==> config.mk <==
export PLATFORM = sky130hd
export DESIGN_NAME = elastic_pipe_register
export DESIGN_NICKNAME = d
export VERILOG_FILES = /design/src/rtl/elastic_pipe_register.sv
export SDC_FILE = /design/constraint.sdc
export NUM_CORES = 1
export LEC_CHECK = 0
export ABC_AREA = 1
export ABC_CLOCK_PERIOD_IN_PS = 3500
export BUFFER_PORTS_ARGS = -buffer_cell sky130_fd_sc_hd__buf_2
export CAP_MARGIN = 5
export CORE_AREA = 2 2 39 41
export DETAILED_ROUTE_END_ITERATION = 10
export DIE_AREA = 0 0 41 43
export GPL_ROUTABILITY_DRIVEN = 1
export PLACE_DENSITY = 0.65
export SLEW_MARGIN = 25
export SYNTH_ARGS = -nofsm -noshare
export SYNTH_HDL_FRONTEND = slang
export SYNTH_SLANG_ARGS = --single-unit
==> constraint.sdc <==
create_clock -name clk -period 3.5 [get_ports clk]
set_clock_uncertainty 0.15 [all_clocks]
set_input_delay 0.7 -clock clk [delete_from_list [all_inputs] [get_ports clk]]
set_output_delay 0.7 -clock clk [all_outputs]
set_load 0.05 [all_outputs]
==> src/rtl/elastic_pipe_register.sv <==
// -----------------------------------------------------------------------------
// elastic_pipe_register
//
// Moves a WIDTH-bit word through DEPTH register stages under a valid/ready
// handshake. Empty stages (bubbles) are refilled while the output is stalled,
// so the pipe only pushes back upstream once every stage holds a word.
// A synchronous flush empties the pipe. A registered occupancy count is
// provided alongside.
//
// Parameters:
//   WIDTH     - data word width in bits (>= 1)
//   DEPTH     - number of register stages (>= 1)
//   RESET_VAL - value loaded into every data stage on reset and on flush
//
// Ports:
//   clk        in   rising-edge clock
//   reset_n    in   asynchronous active-low reset
//   flush      in   synchronous clear of all stages
//   in_valid   in   upstream word present
//   in_data    in   upstream word
//   in_ready   out  block accepts in_data this cycle
//   out_valid  out  last stage holds a word
//   out_data   out  last stage word (registered, no path from in_data)
//   out_ready  in   downstream accepts out_data this cycle
//   count      out  number of valid stages, 0..DEPTH
// -----------------------------------------------------------------------------
module elastic_pipe_register #(
  parameter int               WIDTH     = 4,
  parameter int               DEPTH     = 2,
  parameter logic [WIDTH-1:0] RESET_VAL = '0
) (
  input  logic                       clk,
  input  logic                       reset_n,
  input  logic                       flush,
  input  logic                       in_valid,
  input  logic [WIDTH-1:0]           in_data,
  output logic                       in_ready,
  output logic                       out_valid,
  output logic [WIDTH-1:0]           out_data,
  input  logic                       out_ready,
  output logic [$clog2(DEPTH+1)-1:0] count
);

  localparam int CNT_W = $clog2(DEPTH + 1);

  logic [WIDTH-1:0] data_q [DEPTH];
  logic [WIDTH-1:0] data_d [DEPTH];
  logic [DEPTH-1:0] vld_q;
  logic [DEPTH-1:0] vld_d;
  logic [DEPTH-1:0] rdy;
  logic [CNT_W-1:0] count_q;
  logic [CNT_W-1:0] count_d;

  // Ready chain: a stage can load when it is empty or when everything below it
  // can move. Built from the output side as a running "all full so far" AND,
  // which is the unrolled form of rdy[i] = ~vld_q[i] | rdy[i+1].
  always_comb begin
    logic all_full;
    // NOTE: every variable written here gets a default first so no path leaves
    // it unassigned, which would otherwise infer a latch.
    all_full = 1'b1;
    rdy      = '0;
    for (int i = DEPTH - 1; i >= 0; i--) begin
      all_full = all_full & vld_q[i];
      rdy[i]   = ~all_full | out_ready;
    end
  end

  // Next state. Data only moves when a valid word moves into a stage, so an
  // emptied last stage keeps showing its previous word and in_data is sampled
  // only on an input transfer.
  always_comb begin
    vld_d  = vld_q;
    data_d = data_q;
    if (flush) begin
      vld_d = '0;
      for (int i = 0; i < DEPTH; i++) begin
        data_d[i] = RESET_VAL;
      end
    end else begin
      if (rdy[0]) begin
        vld_d[0] = in_valid;
        if (in_valid) begin
          data_d[0] = in_data;
        end
      end
      for (int i = 1; i < DEPTH; i++) begin
        if (rdy[i]) begin
          vld_d[i] = vld_q[i-1];
          if (vld_q[i-1]) begin
            data_d[i] = data_q[i-1];
          end
        end
      end
    end
    count_d = CNT_W'($countones(vld_d));
  end

  always_ff @(posedge clk or negedge reset_n) begin
    if (!reset_n) begin
      vld_q   <= '0;
      count_q <= '0;
      // NOTE: the data stages are reset too (not just the valid bits) so that
      // out_data shows RESET_VAL after reset and no X ever reaches downstream.
      for (int i = 0; i < DEPTH; i++) begin
        data_q[i] <= RESET_VAL;
      end
    end else begin
      // NOTE: state registers use non-blocking assignments so every stage
      // samples the pre-edge value of its neighbour; blocking assignments here
      // would let a word race through several stages in one edge.
      vld_q   <= vld_d;
      count_q <= count_d;
      for (int i = 0; i < DEPTH; i++) begin
        data_q[i] <= data_d[i];
      end
    end
  end

  assign in_ready  = rdy[0];
  assign out_valid = vld_q[DEPTH-1];
  assign out_data  = data_q[DEPTH-1];
  assign count     = count_q;

endmodule

==> results.rst <==
.. list-table::
   :header-rows: 1

   * - Metric
     - Value
   * - Post-synthesis share of cell area spent on full adders, half adders and majority gates
     - 0.0235
   * - Synthesized Nets
     - 62
   * - Number of levels the H-tree was split into
     - 1
   * - Max-cap violation count
     - 0
   * - Least-Margin Pin Slew
     - 0.312 ns
   * - Cell-by-cell listing of the critical path
     - buf_2 -> inv_1 -> nand3_4 -> buf_2
   * - Layout-stage area growth over the synthesis result
     - 17.8%
   * - First-pass iteration count of the detailed router
     - 4
   * - Distinct cell type count after synthesis
     - 13
   * - Final count of hold timing violations
     - 0
   * - Simple-gate portion of the synthesized area
     - 0.268
   * - Wire length of the first global-routing pass
     - 1590 µm
   * - XOR/XNOR Fraction of Synth Area
     - 0
   * - Max Fanout on Critical Path
     - 7
   * - Worst-path cell with the longest stage delay
     - sky130_fd_sc_hd__buf_2
   * - Clock network latency to the later pin of the worst-skew pair
     - 0.27 ns
   * - Initial standard-cell utilization of the core
     - 0.385
   * - Unrepaired setup endpoints after global routing
     - no
   * - CP delay by family, top
     - buffers and inverters
   * - Worst max-slew margin expressed relative to the limit
     - 0.792
   * - Routability congestion estimate
     - 0.685
   * - Dominant combinational cell family by area after synthesis
     - simple AND/OR/NAND/NOR gates
   * - Synth Area in Compound Gates
     - 0.0469
   * - Number of instances in the synthesized netlist
     - 52
   * - ANT cells
     - 0
   * - Sum of routed wire length over all layers
     - 979 µm
   * - Final number of max-transition violations
     - 0
   * - Area contributors post-synth
     - sky130_fd_sc_hd__dfrtp_1, sky130_fd_sc_hd__nand3_1, sky130_fd_sc_hd__buf_4
   * - Buffers plus inverters on the worst setup path
     - 3
   * - Overall Global Routing Usage
     - 0.135
   * - Number of setup violations in the final report
     - 0
   * - Clock Sinks
     - 12
   * - FP Rows
     - 14
   * - Post-DR wirelength/cell
     - 11.8 µm
   * - Remaining Overflow, GRT
     - 0
   * - Path category of the worst min-delay check
     - in -> async
   * - Mean cell area of the mapped netlist
     - 10.3 µm²
   * - Highest Clock Rate
     - 0.476 GHz
   * - Sequential-to-total area share from yosys stat
     - 0.563
   * - Vias in the first global route
     - 398
   * - Clock tree from TritonCTS
     - done
   * - Layout cells sized above 1
     - 0.328
   * - Peak ir drop on the vdd network
     - 0.252 mV
   * - Antenna-violating nets left
     - 0
   * - Post-synthesis cell area
     - 533 µm²
   * - Critical path arrival
     - 1.25 ns
   * - Largest stage delay on the critical path
     - 0.24 ns
   * - Pin count of the biggest net entering global routing
     - 13
   * - Share of the clock period used by the worst path after layout
     - 0.601
   * - R2R cell count
     - 4
   * - Resized cells post-CTS
     - 0
   * - Startpoint types
     - primary input
   * - Post-CTS Hold Fix Bufs
     - 0
   * - Required time of the critical path
     - 2.65 ns
   * - Antenna violations before repair
     - 0
   * - DRT iter0 DRCs
     - 5
   * - Quantity of I/O buffers inserted on ports
     - 16
   * - Status
     - finished, final reports clean
   * - Post-layout minimum cycle time
     - 2.10 ns
   * - DRC violations left
     - 0
   * - Pwr/cell area
     - 472 mW/mm²
   * - Number of nets in the finished design
     - 78
   * - Count of vias placed by the detailed router
     - 411
   * - Buffer depth of the longest clock path
     - 2
   * - Vias per cell
     - 4.95
   * - Category of the worst setup path capture point
     - output port
   * - Total core area
     - 0.00138 mm²
   * - R2R setup slack
     - 2.00 ns
   * - Library cell with the largest summed area after synthesis
     - sky130_fd_sc_hd__dfrtp_1
   * - Die height
     - 43 µm
   * - Launch point of the worst reg-to-reg path
     - vld_q[1]
   * - Sum of negative setup slack
     - 0 ns
   * - Setup bufs post-CTS
     - 0
   * - Synthesis warning total
     - 0
   * - Leakage power summed over all cells
     - 0.337 nW
   * - Kind of critical path
     - in -> out
   * - Full die area
     - 0.00176 mm²
   * - Worst flop-to-flop path endpoint
     - count[0]
   * - Post-synth top area share
     - 0.563
   * - Clock input transition at the sequential cells of the worst setup and hold paths
     - 0.08 ns
   * - Setup slack after layout
     - 1.40 ns
   * - Master cell of the clock root buffer
     - sky130_fd_sc_hd__clkbuf_4
   * - Ports
     - 17
   * - Die Span X
     - 41 µm
   * - Synth Register Bits
     - 12
   * - Half-perimeter wire length after placement
     - 729 µm
   * - Cell type with the highest occurrence count on the critical path
     - sky130_fd_sc_hd__buf_2
   * - Multiplexer fraction of the synthesized cell area
     - 0
   * - Pre-CTS setup slack
     - 1.40 ns
   * - Num CTS Buffers
     - 3
==> synth_stat cells <==
master,instances
sky130_fd_sc_hd__buf_6,1
sky130_fd_sc_hd__nand4_1,4
sky130_fd_sc_hd__a21oi_1,2
sky130_fd_sc_hd__inv_1,3
sky130_fd_sc_hd__dfrtp_1,12
sky130_fd_sc_hd__ha_1,1
sky130_fd_sc_hd__nand2_4,1
sky130_fd_sc_hd__nand3_4,1
sky130_fd_sc_hd__nand2_1,8
sky130_fd_sc_hd__buf_4,4
sky130_fd_sc_hd__nor2_1,1
sky130_fd_sc_hd__nand3_1,11
sky130_fd_sc_hd__o21ai_0,3
==> final cells by class <==
class	instances	area, µm²
clock buffers	4	36.3
fillers	141	756
inverters	3	11.3
multi-input cells	32	180
flip-flops and latches	12	300
well taps	16	20.0
repair buffers	16	80.1
==> worst max path at each step <==
stage                          from  endpoint  slack, ns  cells past startpoint
after floorplan           out_ready  in_ready       1.66                      2
after global placement    out_ready  in_ready       1.40                      4
after detailed placement  out_ready  in_ready       1.40                      4
after CTS                 out_ready  in_ready       1.40                      4
after global routing      out_ready  in_ready       1.37                      4
final                     out_ready  in_ready       1.40                      4
==> logic make-up after synthesis <==
logic type,Yosys count
fa+ha+maj,1
buf+inv,8
flops,12
compound gates,5
simple gates,26
==> cell usage in the layout, fill, tap and decap left out, drive strengths merged <==
master,instances
nand2,9
inv,3
dfrtp,12
buf,16
a21oi,2
o21ai,3
nand4,4
clkbuf,4
nor2,1
ha,1
nand3,12
==> metrics by stage <==
step,area [µm²],cells,util,power [mW],hold WS (ns)
after floorplan,533,52,-,0.178,0.254
after global placement,592,79,0.428,0.189,0.339
after detailed placement,592,79,0.428,0.190,0.358
after CTS,628,83,0.454,0.299,0.144
after global routing,628,83,0.454,0.311,0.145
final,628,83,0.454,0.296,0.139
==> layer usage <==
layer / vias up / global-route usage / wire length, µm
met5: - / 0 / 0
met4: 0 / 0.120 / 29
met3: 4 / 0.0157 / 60
met2: 18 / 0.209 / 470
met1: 185 / 0.152 / 419
li1: 204 / - / -
==> report_power, final <==
part | internal, mW | switching, mW | total [mW]
clock | 0.0632 | 0.0462 | 0.109
combinational | 0.0100 | 0.0275 | 0.0375
sequential | 0.145 | 0.00445 | 0.150
total | 0.218 | 0.0782 | 0.296
==> flip-flops by register name (all words and copies together), names as in the netlist <==
name	flops
count	2
data_q	4
out_data	4
vld_q	2
Power figures use the tool's default switching activity.
